--- src/rtl/md_issue_seq.sv ---
// ---------------------------------------------------------------------------
// md_issue_seq
//
// Issue sequencer and result buffer in front of a shared multiplier/divider.
// Requests are accepted with a valid/ready handshake and are forwarded
// combinationally to the arithmetic units, which get a one-cycle enable
// pulse. Each unit may have one operation in flight; the tag of that
// operation is held locally until the unit reports completion. Results are
// then buffered together with their tags in a small FIFO and returned on
// the rsp_* handshake.
//
// Before a request is accepted, FIFO space is reserved for every in-flight
// operation. A result therefore always has a slot when it arrives, and the
// units never need to be back-pressured.
//
// Parameters
//   TagW      request/response tag width
//   ResDepth  result FIFO depth (power of two, >= 2)
//
// Configuration macro
//   MD_INTERLEAVE_EN  defined:   a MULL/MULH may issue while a division is
//                                running, so results can return out of tag
//                                order.
//                     undefined: only one operation is outstanding at any
//                                time, and results return in request order.
//
// Ports
//   clk_i, rst_ni           rising-edge clock, synchronous active-low reset
//   req_valid_i/ready_o     request handshake
//   req_op_i                MULL / MULH / DIV / REM
//   req_signed_i            signed mode {b, a}
//   req_a_i, req_b_i        operands
//   req_tag_i               request tag
//   data_ind_timing_i       divider timing mode (the divider samples it
//                           directly in this integration)
//   flush_i                 drop every buffered and in-flight result
//   md_mult_en_o            multiplier start pulse
//   md_div_en_o             divider start pulse
//   md_operator_o           operator, passed through from req_op_i
//   md_signed_mode_o        signed mode, passed through from req_signed_i
//   md_op_a_o, md_op_b_o    operands, passed through from req_a_i/req_b_i
//   md_mult_valid_i/result  multiplier completion (one cycle after start)
//   md_div_valid_i/result   divider completion
//   rsp_valid_o/ready_i     response handshake
//   rsp_data_o, rsp_tag_o   FIFO head
//   busy_o                  a result is in flight or buffered
// ---------------------------------------------------------------------------

package super_pkg;
  typedef enum logic [1:0] {
    MD_OP_MULL = 2'b00,
    MD_OP_MULH = 2'b01,
    MD_OP_DIV  = 2'b10,
    MD_OP_REM  = 2'b11
  } md_op_e;
endpackage

module md_issue_seq
  import super_pkg::*;
#(
  parameter int unsigned TagW     = 5,
  parameter int unsigned ResDepth = 4
) (
  input  logic            clk_i,
  input  logic            rst_ni,

  input  logic            req_valid_i,
  output logic            req_ready_o,
  input  md_op_e          req_op_i,
  input  logic [1:0]      req_signed_i,
  input  logic [31:0]     req_a_i,
  input  logic [31:0]     req_b_i,
  input  logic [TagW-1:0] req_tag_i,

  input  logic            data_ind_timing_i,
  input  logic            flush_i,

  output logic            md_mult_en_o,
  output logic            md_div_en_o,
  output md_op_e          md_operator_o,
  output logic [1:0]      md_signed_mode_o,
  output logic [31:0]     md_op_a_o,
  output logic [31:0]     md_op_b_o,

  input  logic            md_mult_valid_i,
  input  logic [31:0]     md_mult_result_i,
  input  logic            md_div_valid_i,
  input  logic [31:0]     md_div_result_i,

  output logic            rsp_valid_o,
  input  logic            rsp_ready_i,
  output logic [31:0]     rsp_data_o,
  output logic [TagW-1:0] rsp_tag_o,
  output logic            busy_o
);

  localparam int unsigned PtrW = (ResDepth > 1) ? $clog2(ResDepth) : 1;
  localparam int unsigned CntW = PtrW + 1;
  // One extra bit so that count plus both in-flight reservations cannot wrap.
  localparam logic [CntW:0] DepthLim = (CntW+1)'(ResDepth);

  // Unit tracking state
  logic            mult_inflight_q;
  logic            div_busy_q;
  logic            mult_discard_q;
  logic            div_discard_q;
  logic [TagW-1:0] mult_tag_q;
  logic [TagW-1:0] div_tag_q;

  // Result FIFO
  logic [31:0]     res_data_q [ResDepth];
  logic [TagW-1:0] res_tag_q  [ResDepth];
  logic [CntW-1:0] count_q;
  logic [PtrW-1:0] wr_ptr_q;
  logic [PtrW-1:0] rd_ptr_q;

  // Combinational control
  logic            is_mul_op;
  logic            unit_free;
  logic            room_ok;
  logic [CntW:0]   occupancy;
  logic            accept;
  logic            mult_push;
  logic            div_push;
  logic [1:0]      push_cnt;
  logic [PtrW-1:0] mult_slot;
  logic            pop;

  // The divider reads the timing mode straight from the core, so this
  // input is kept on the boundary only for interface compatibility.
  logic            unused_data_ind_timing;
  assign unused_data_ind_timing = data_ind_timing_i;

  // ---- Issue stage: operand forwarding and accept decision ----------------

  assign md_operator_o    = req_op_i;
  assign md_signed_mode_o = req_signed_i;
  assign md_op_a_o        = req_a_i;
  assign md_op_b_o        = req_b_i;

  assign is_mul_op = (req_op_i == MD_OP_MULL) || (req_op_i == MD_OP_MULH);

  // Reserve a FIFO slot for each operation that is still computing.
  assign occupancy = {1'b0, count_q}
                   + (CntW+1)'(mult_inflight_q)
                   + (CntW+1)'(div_busy_q);
  assign room_ok   = (occupancy < DepthLim);

`ifdef MD_INTERLEAVE_EN
  // Each unit has one tag register, so a unit accepts a new operation only
  // after its previous result has come back.
  assign unit_free = is_mul_op ? ~mult_inflight_q : ~div_busy_q;
`else
  assign unit_free = ~mult_inflight_q & ~div_busy_q;
`endif

  assign req_ready_o  = rst_ni & ~flush_i & room_ok & unit_free;
  assign accept       = req_valid_i & req_ready_o;
  assign md_mult_en_o = accept & is_mul_op;
  assign md_div_en_o  = accept & ~is_mul_op;

  // ---- Completion stage: results enter the FIFO ---------------------------

  // A completion is accepted only when the unit has a live operation. This
  // drops completions of discarded operations, results that arrive while a
  // flush empties the FIFO, and stray valids that arrive after a reset.
  assign mult_push = md_mult_valid_i & mult_inflight_q & ~mult_discard_q & ~flush_i;
  assign div_push  = md_div_valid_i  & div_busy_q      & ~div_discard_q  & ~flush_i;
  assign push_cnt  = {1'b0, mult_push} + {1'b0, div_push};

  // If both units complete in the same cycle, the divider result takes the
  // first slot and the multiplier result the next one.
  assign mult_slot = wr_ptr_q + PtrW'(div_push);

  // ---- Response stage: FIFO head --------------------------------------------

  assign rsp_valid_o = rst_ni & (count_q != '0);
  assign rsp_data_o  = res_data_q[rd_ptr_q];
  assign rsp_tag_o   = res_tag_q[rd_ptr_q];
  assign pop         = rsp_valid_o & rsp_ready_i;

  assign busy_o = rst_ni & ((count_q != '0) | mult_inflight_q | div_busy_q);

  // Control state: in-flight flags, discard flags, and FIFO occupancy.
  always_ff @(posedge clk_i) begin
    if (!rst_ni) begin
      mult_inflight_q <= 1'b0;
      div_busy_q      <= 1'b0;
      mult_discard_q  <= 1'b0;
      div_discard_q   <= 1'b0;
      count_q         <= '0;
      wr_ptr_q        <= '0;
      rd_ptr_q        <= '0;
    end else begin
      if (md_mult_en_o) begin
        mult_inflight_q <= 1'b1;
      end else if (md_mult_valid_i) begin
        mult_inflight_q <= 1'b0;
      end

      if (md_div_en_o) begin
        div_busy_q <= 1'b1;
      end else if (md_div_valid_i) begin
        div_busy_q <= 1'b0;
      end

      // Issue is blocked while flush_i is high, so a discard flag never
      // applies to an operation that starts in the flush cycle. A unit that
      // completes during the flush cycle is already dropped by the push
      // gating and needs no flag.
      if (flush_i) begin
        mult_discard_q <= mult_inflight_q & ~md_mult_valid_i;
      end else if (md_mult_valid_i) begin
        mult_discard_q <= 1'b0;
      end

      if (flush_i) begin
        div_discard_q <= div_busy_q & ~md_div_valid_i;
      end else if (md_div_valid_i) begin
        div_discard_q <= 1'b0;
      end

      if (flush_i) begin
        count_q  <= '0;
        wr_ptr_q <= '0;
        rd_ptr_q <= '0;
      end else begin
        count_q  <= count_q + CntW'(push_cnt) - CntW'(pop);
        wr_ptr_q <= wr_ptr_q + PtrW'(push_cnt);
        if (pop) begin
          rd_ptr_q <= rd_ptr_q + 1'b1;
        end
      end
    end
  end

  // Datapath state. These registers are not reset: each value is written
  // before anything reads it.
  always_ff @(posedge clk_i) begin
    if (md_mult_en_o) begin
      mult_tag_q <= req_tag_i;
    end
    if (md_div_en_o) begin
      div_tag_q <= req_tag_i;
    end
    if (div_push) begin
      res_data_q[wr_ptr_q] <= md_div_result_i;
      res_tag_q[wr_ptr_q]  <= div_tag_q;
    end
    if (mult_push) begin
      res_data_q[mult_slot] <= md_mult_result_i;
      res_tag_q[mult_slot]  <= mult_tag_q;
    end
  end

endmodule

--- config.mk ---
export PLATFORM = sky130hd
export DESIGN_NAME = md_issue_seq
export DESIGN_NICKNAME = d
export VERILOG_FILES = /design/src/rtl/md_issue_seq.sv
export SDC_FILE = /design/constraint.sdc
export NUM_CORES = 1
export LEC_CHECK = 0
export ABC_CLOCK_PERIOD_IN_PS = 3100
export CORE_MARGIN = 5
export CORE_UTILIZATION = 43
export CTS_CLUSTER_DIAMETER = 120
export DETAILED_ROUTE_END_ITERATION = 10
export HOLD_SLACK_MARGIN = 0.15
export PLACE_DENSITY = 0.81
export SYNTH_ARGS = -nofsm -noshare
export SYNTH_HDL_FRONTEND = slang
export SYNTH_SLANG_ARGS = --single-unit
--- constraint.sdc ---
create_clock -name clk_i -period 3.1 [get_ports clk_i]
set_clock_uncertainty 0.1 [all_clocks]
set_input_delay 0.465 -clock clk_i [delete_from_list [all_inputs] [get_ports clk_i]]
set_output_delay 0.465 -clock clk_i [all_outputs]
set_load 0.03 [all_outputs]
==> results of run 1 <==
[flip-flops by register name, indices dropped and copies added (netlist names), named ones only]
register	count
mult_tag_q	5
res_data_q	128
count_q	3
mult_inflight_q	1
div_discard_q	1
div_busy_q	1
rd_ptr_q	2
res_tag_q	20
wr_ptr_q	2
div_tag_q	5
mult_discard_q	1
[power by group through the flow]
stage / clock [W] / sequential, W / combinational [W]
after floorplan: 0 / 0.00258 / 0.000283
after global placement: 0 / 0.00258 / 0.000293
after detailed placement: 0 / 0.00259 / 0.000310
after CTS: 0.00210 / 0.00254 / 0.000313
after global routing: 0.00220 / 0.00253 / 0.000333
final: 0.00207 / 0.00254 / 0.000311
[cell families after synthesis]
family,synth area share (%)
xor gates and xnor gates,0.5046
and+or+nand+nor,2.335
muxes,29.03
AOI/OAI and AO/OA,0.8506
DFF,57.66
adders and majority gates,1.240
buffers and inverters,8.375
[critical path, stage by stage, from the launching register on]
cell,delay (ns)
dfxtp_2,0.34
buf_12,0.30
mux4_2,0.59
clkdlybuf4s50_1,0.62
[layout make-up]
| cell class | count | area [sq um] | area share, % |
|---|---|---|---|
| Clock inverter | 13 | 143.9 | 1.353 |
| Tap cell | 270 | 337.8 | 3.176 |
| Inverter | 9 | 33.78 | 0.3176 |
| Multi-Input combinational cell | 245 | 2977 | 27.98 |
| Clock buffer | 19 | 432.9 | 4.070 |
| Timing Repair Buffer | 153 | 1704 | 16.02 |
| Sequential cell | 171 | 5007 | 47.08 |
[per-layer routing]
metal	global-route usage (%)	routed length, um
met5	0	0
met3	5.176	1302
met1	19.72	7588
met4	7.021	593
met2	30.36	10600
[stage by stage]
step                      cell area (sq um)  setup TNS [ns]  power, W  util (%)
after detailed placement              10060        -0.05788  0.002895     50.20
after CTS                             10640               0  0.004944     53.08
after global routing                  10640               0  0.005065     53.08
after global placement                10060        -0.03197  0.002877     50.20
after floorplan                        8686               0  0.002866         -
final                                 10640               0  0.004912     53.08
[placed cells by master, fill, tap and decap left out, types with 4 or more instances in the layout]
| cell | synthesis | final |
|---|---|---|
| clkdlybuf4s50_1 | 0 | 117 |
| inv_1 | 9 | 9 |
| a21oi_1 | 4 | 4 |
| ha_1 | 7 | 7 |
| mux2_2 | 36 | 36 |
| buf_4 | 68 | 15 |
| dfxtp_1 | 13 | 11 |
| nor2_1 | 7 | 7 |
| o21ai_0 | 4 | 4 |
| mux4_2 | 37 | 37 |
| mux2_1 | 112 | 112 |
| buf_12 | 0 | 21 |
| edfxtp_1 | 158 | 158 |
| clkinvlp_4 | 0 | 6 |
| clkbuf_16 | 0 | 17 |
[path summary, 6_finish.rpt]
kind          startpoint  depth (start not counted)  slack (ns)            end
max reg2reg   count_q[2]                         10        0.41     count_q[2]
min          rd_ptr_q[0]                          2        0.40      flip-flop
min reg2reg  rd_ptr_q[0]                          2        0.40      flip-flop
max            flip-flop                          3        0.23  rsp_data_o[0]
==> out/qor.txt, run 1 <==
clk buf depth = 2
Final Non-Filler Cells = 880
gpl congestion = 0.7279
Synth warnings = 0
reported max-cap violation count = 0
1st-iter DRT viols = 301
Initial Util = 43.31%
Root Driver = clkbuf_16
combinational fraction of design power = 6.3%
Power Internal = 0.003900 W
Final Hold Fails = 0
core area = 20040 sq um
die height = 152.1 um
hold slack = 0.3967 ns
Sink Count = 171
sequential fraction of design power = 51.6%
Post-DRT Antenna Nets = 0
Tmin final = 2.867 ns
clock power share = 42.1%
Area Growth Syn to Fin = 22.55%
Pins Over Slew Limit = 0
hold crit path type = flip-flop to flip-flop
Die W = 152.1 um
Rows = 52
clk_lat worst skew = 0.42 ns
pre-CTS setup slack = -0.05788 ns
final HPWL from detailed placement = 13680 um
fin crit share = 92.49%
worst-margin pin slew = 0.6735 ns
Hold-fix buffers, CTS = 0
CTS tree = yes
critical path arrival = 2.30 ns
worst rel slew slack = 54.53%
vias post-DR = 4801
Worst IR Drop VDD = 0.3186 mV
Critical Setup Path Class = flip-flop to output port
Die ar. = 23130 sq um
vias in the first global route = 5393
post-CTS setup buffer count = 0
drt via density = 5.456
Net Count, Synth = 671
top-count cell post-synth = edfxtp_1
input/output buffers = 119
grt ovf = 0
nets@finish = 750
Max Clock Freq = 348.8 MHz
share of layout cells above drive strength 1 = 24.26%
cts bufs inserted = 17
status = completed
placed cells = 848
routed wire length = 20080 um
routed length per placed instance = 22.82 um
largest net degree at the start of global routing = 38
H-tree Lvls = 4
# DRC = 0
Synth Flop Type = edfxtp_1
top cell type's share of synthesized area = 54.66%
fraction of registers with async set/reset = 0%
Post-Synthesis Cells = 518
total track usage = 17.27%
pwr/cell area = 461.8 nW/um^2
leading area contributor after synthesis = edfxtp_1
First-pass DRT Iterations = 4
Mapped Area = 8680 sq um
post-synthesis sequential element count = 171
top cells by count, synth = edfxtp_1 (158), mux2_1 (112), buf_4 (68)
synth unique cells = 38
Psw = 0.001013 W
Antenna Cells = 0
initial antenna violation count = 0
final worst slack = 0.2327 ns
CP endpoint kind = output port
IO Count = 255
RSZ-0062 raised after global routing = no
fillcell total = 1582
synth top area cells = edfxtp_1 (55%), mux2_1 (15%), mux4_2 (9.6%)
Leakage = 3.510 nW
Synth Area per Inst = 16.76 sq um
final setup fails = 0
element type at the critical path start = flip-flop
switching share of power = 20.61%
Worst EP required = 2.53 ns
first-pass GRT wire length = 30880 um
Post-synth EDFFs = 158
Crit Path Max Fanout = 37
Worst-path clk slew = 0.06 ns
sequential element share of the synthesized area = 57.66%
post_cts resized = 0
Note: power is estimated with default switching activity, not from simulation.
==> inputs of run 2 (changes only) <==
CORE_UTILIZATION = 50   (was 43)
DONT_BUFFER_PORTS = 1   (was unset)
GPL_TIMING_DRIVEN = 0   (was unset)
PLACE_DENSITY = 0.72   (was 0.81)
==> run 2 against run 1 <==
Against the previous run: hold slack worse by 0.23 ns; setup slack got worse by 0.080 ns; sequential share of layout area grew 0.78 points; power increased by 1.7%; critical path type unchanged.
==> out/qor.txt, run 2 (synthesis results as in run 1) <==
status = completed
largest registers = res_data_q: 128 flops, res_tag_q: 20 flops
Worst EP required = 2.53 ns
slowest stage delay, CP = 0.56 ns
CP max stage cell = clkbuf_1
CP top delay family = buffers and inverters
cell mode on critical path = clkbuf_1
vias post-DR = 4909
worst-margin pin slew = 1.068 ns
Largest Register = res_data_q
final HPWL from detailed placement = 13170 um
core area = 17180 sq um
Sink Count = 171
input/output buffers = 0
Die ar. = 20090 sq um
Pins Over Slew Limit = 0
Levels on crit path = 3
hold crit path type = primary input to flip-flop
Area Growth Syn to Fin = 20.50%
path depth of the worst reg2reg path = 8
CP endpoint kind = output port
# DRC = 0
total track usage = 20.51%
Crit path buffers/inverters = 2
CP endpoint = rsp_data_o[25]
RSZ-0062 raised after global routing = no
vias in the first global route = 5499
Crit Path Max Fanout = 10
Final Hold Fails = 0
1st-iter DRT viols = 200
First-pass DRT Iterations = 4
largest net degree at the start of global routing = 38
element type at the critical path start = flip-flop
nets@finish = 779
worst-path cell chain = clkbuf_1, clkbuf_1, mux4_2
fin crit share = 95.09%
commonest non-fill, non-tap cell in the layout = edfxtp_1
clk_lat worst skew = 0.42 ns
Rows = 48
Worst-path clk slew = 0.07 ns
Max Clock Freq = 339.2 MHz
most frequent cells in the layout = edfxtp_1 (158), mux2_1 (112), dlygate4sd3_1 (86)
r2r endpoint = res_data_q[0][31]
Die W = 141.8 um
setup TNS = 0 ns
first-pass GRT wire length = 30730 um
grt ovf = 0
worst r2r src = div_busy_q
Worst IR Drop VDD = 0.3859 mV
gpl congestion = 0.7328
hold path depth = 1
initial antenna violation count = 2
worst rel slew slack = 28.56%
cts bufs inserted = 17
routed wire length = 20490 um
CTS tree = yes
H-tree Lvls = 4
Root Driver = clkbuf_16
total chip power = 0.004996 W
FF-to-FF setup slack = 0.21 ns
reported max-cap violation count = 0
Leakage = 3.637 nW
die height = 141.8 um
drt via density = 5.669
fin util = 60.89%
critical path arrival = 2.38 ns
IO Count = 255
share of layout cells above drive strength 1 = 31.30%
clk buf depth = 2
Initial Util = 50.53%
final setup fails = 0
routed length per placed instance = 23.66 um
max reg flops = 128
Critical Setup Path Class = flip-flop to output port
Tmin final = 2.948 ns
Post-DRT Antenna Nets = 0
pwr/cell area = 477.6 nW/um^2
## run 2: changes by cell type in the layout (fill, tap and decap cells not counted), sizes merged
| cell | previous run | this run |
|---|---|---|
| clkbuf | 19 | 24 |
| clkinv | 3 | 7 |
| clkdlybuf4s50 | 117 | 0 |
| inv | 11 | 9 |
| clkinvlp | 6 | 4 |
| buf | 36 | 91 |
| dlygate4sd3 | 0 | 86 |
| diode | 0 | 2 |
## run 2: repair_timing
action / 4_1_cts / 5_1_grt
hold endpoints to repair: 129 / 1
gates resized for setup: 6 / 3
buffers inserted: 0 / 3
hold buffers: 84 / 2
setup endpoints to repair: 165 / 128
## run 2: area by class of cell
cell class	count	area (sq um)
antenna	2	5.005
tap	225	281.5
clock buffer	19	432.9
inverter	9	33.78
multi-input combinational	245	2994
buffer	93	695.7
fill	1314	6718
sequential	171	5005
clock inverter	13	127.6
timing repair buffer	89	883.3
## run 2: worst min-delay path by stage
stage | startpoint | endpoint | slack (ns)
detailed placement | rd_ptr_q[0] | rd_ptr_q[0] | 0.38
global placement | rd_ptr_q[0] | rd_ptr_q[0] | 0.36
floorplan | rd_ptr_q[0] | flip-flop | 0.35
global route | md_mult_result_i[2] | res_data_q[3][2] | 0.15
finish | md_mult_result_i[16] | res_data_q[1][16] | 0.17
CTS | md_mult_result_i[21] | res_data_q[2][21] | 0.15
## run 2: power by group
group / leakage [nW] / internal [W] / switching (W)
Combinational: 1.85 / 0.000201 / 0.000228
Sequential: 1.53 / 0.00253 / 0.00000605
Clock: 0.259 / 0.00117 / 0.000856
## run 2: routing by layer
metal	up-vias	global-route usage (%)	wire, um
met5	-	0	0
met4	0	7.525	438
met3	35	4.887	1178
met2	215	37.32	11140
met1	2491	23.43	7733
li1	2168	-	-
## run 2: stage by stage
stage | setup slack [ns] | hold WS [ns] | cells | area (sq um)
after floorplan | 0.05628 | 0.3544 | 518 | 8686
after global placement | -0.8100 | 0.3634 | 743 | 8967
after detailed placement | -0.7849 | 0.3758 | 743 | 8967
after CTS | 0.01150 | 0.1503 | 859 | 10410
after global routing | 0.03655 | 0.1518 | 866 | 10460
final | 0.1522 | 0.1696 | 866 | 10460
## run 2: worst register-to-register path, delay by kind of cell (launching register included)
family	cells	cell delay, ns
and+or+nand+nor	2	0.49
adders and majority gates	1	0.22
buffers and inverters	3	0.96
xor gates and xnor gates	1	0.11
muxes	1	0.33
DFF	1	0.42
==> inputs of run 3 (changes only) <==
TNS_END_PERCENT = 20   (was unset)
==> run 3 against run 2 <==
Against the previous run: flip-flop and latch count unchanged; power decreased by 1.1%; non-clock buffer count increased by 8; sequential power is essentially flat; final cell count increased by 0.69%; core utilization increased by 0.39 points; cell area increased by 0.65%; hold slack got worse by 0.0013 ns; combinational power increased by 1%; die area did not move; clock-buffer cell count increased by 5; setup slack got worse by 0.023 ns.
==> out/qor.txt, run 3 (synthesis results as in run 1) <==
total track usage = 20.40%
# DRC = 0
vias post-DR = 4935
worst rel slew slack = 31.84%
fillcell total = 1255
clk_lat worst skew = 0.42 ns
Critical Setup Path Class = flip-flop to output port
hold crit path type = primary input to flip-flop
Initial Util = 50.53%
Leakage = 3.689 nW
drt via density = 5.659
total chip power = 0.004942 W
cts bufs inserted = 17
worst-margin pin slew = 1.019 ns
1st-iter DRT viols = 249
status = completed
r2r endpoint = res_data_q[0][4]
Root Driver = clkbuf_16
RSZ-0062 raised after global routing = yes
Post-DRT Antenna Nets = 0
HP Start = md_div_result_i[26]
largest registers = res_data_q: 128 flops, res_tag_q: 20 flops
clk buf depth = 2
Worst-path clk slew = 0.07 ns
routed wire length = 20580 um
final setup fails = 0
vias in the first global route = 5318
most frequent cells in the layout = edfxtp_1 (158), mux2_1 (112), dlygate4sd3_1 (90)
element type at the critical path start = flip-flop
Worst EP required = 2.53 ns
pwr/cell area = 469.5 nW/um^2
hold path depth = 1
max reg flops = 128
Largest Register = res_data_q
gpl congestion = 0.7193
path depth of the worst reg2reg path = 7
CTS tree = yes
Post-DP Area = 9027 sq um
FF-to-FF setup slack = 0.18 ns
nets@finish = 787
multi-input logic area = 2984 sq um
Die ar. = 20090 sq um
FF+latch area = 5006 sq um
commonest non-fill, non-tap cell in the layout = edfxtp_1
reported max-cap violation count = 0
initial antenna violation count = 0
critical path arrival = 2.41 ns
largest net degree at the start of global routing = 38
Max Clock Freq = 336.6 MHz
Tmin final = 2.970 ns
hold path endpoint = res_data_q[3][26]
core area = 17180 sq um
Worst IR Drop VDD = 0.4007 mV
Antenna Cells = 0
CP endpoint kind = output port
Pins Over Slew Limit = 0
worst r2r src = div_discard_q
first-pass GRT wire length = 30980 um
die height = 141.8 um
H-tree Lvls = 4
First-pass DRT Iterations = 6
Final Hold Fails = 0
final HPWL from detailed placement = 13010 um
share of layout cells above drive strength 1 = 31.53%
Rows = 48
fin crit share = 95.82%
Sink Count = 171
Die W = 141.8 um
input/output buffers = 0
Crit Path Max Fanout = 10
setup TNS = 0 ns
routed length per placed instance = 23.60 um
Final Cell Area = 10530 sq um
grt ovf = 0
IO Count = 255
Area Growth Syn to Fin = 21.28%
run 3: final cells by class:
| cell class | instances | share of cell area, % |
|---|---|---|
| multi-input combinational | 245 | 28.35 |
| sequential | 171 | 47.56 |
| timing repair buffer | 97 | 9.414 |
| tap | 225 | 2.674 |
| clock inverter | 8 | 0.4041 |
| inverter | 9 | 0.3209 |
| clock buffer | 24 | 4.695 |
| buffer | 93 | 6.585 |
run 3: worst max path at each step:
stage,slack (ns),to,start,cells past startpoint
3_3_place_gp,-1.40,res_data_q[3][7],md_div_valid_i,7
3_5_place_dp,-0.81,res_data_q[2][10],md_div_valid_i,6
5_1_grt,-0.05,rsp_data_o[21],flip-flop,3
2_1_floorplan,-0.25,res_data_q[3][0],md_div_valid_i,7
6_report,0.13,rsp_data_o[21],flip-flop,3
4_1_cts,0.02,res_data_q[0][6],div_busy_q,8
run 3: where the power goes:
part / internal [W] / total [W] / switching, W / leakage, nW
Combinational: 0.000206 / 0.000435 / 0.000229 / 1.89
Clock: 0.00111 / 0.00197 / 0.000857 / 0.272
Sequential: 0.00253 / 0.00254 / 0.00000642 / 1.53
run 3: critical path, cell delays in order, from the launching register on:
cell and delay (ns):
dfxtp_1 0.31, clkbuf_1 0.53, clkbuf_1 0.60, mux4_2 0.54
run 3: metal layers:
layer	global-route usage, %	up-vias	routed length [um]
met4	4.949	0	317
met2	35.75	202	10840
met5	0	-	0
li1	-	2181	-
met3	5.494	23	1355
met1	25.25	2529	8072
run 3: timing repair:
action                                 4_1_cts  5_1_grt
hold buffers                                81        9
buffers inserted                             0        4
resized for setup                            3        3
endpoints found under the hold margin      130        7
setup endpoints to repair                  173      144
run 3: through the flow:
step	utilization, %	instances	worst slack (ns)	hold WS (ns)
6_report	61.28	872	0.1295	0.1683
5_1_grt	61.28	872	-0.05088	0.1528
4_1_cts	60.54	859	0.01690	0.1501
3_5_place_dp	52.56	746	-0.8110	0.3817
3_3_place_gp	52.17	743	-1.403	0.3614
2_1_floorplan	-	518	-0.2460	0.3544
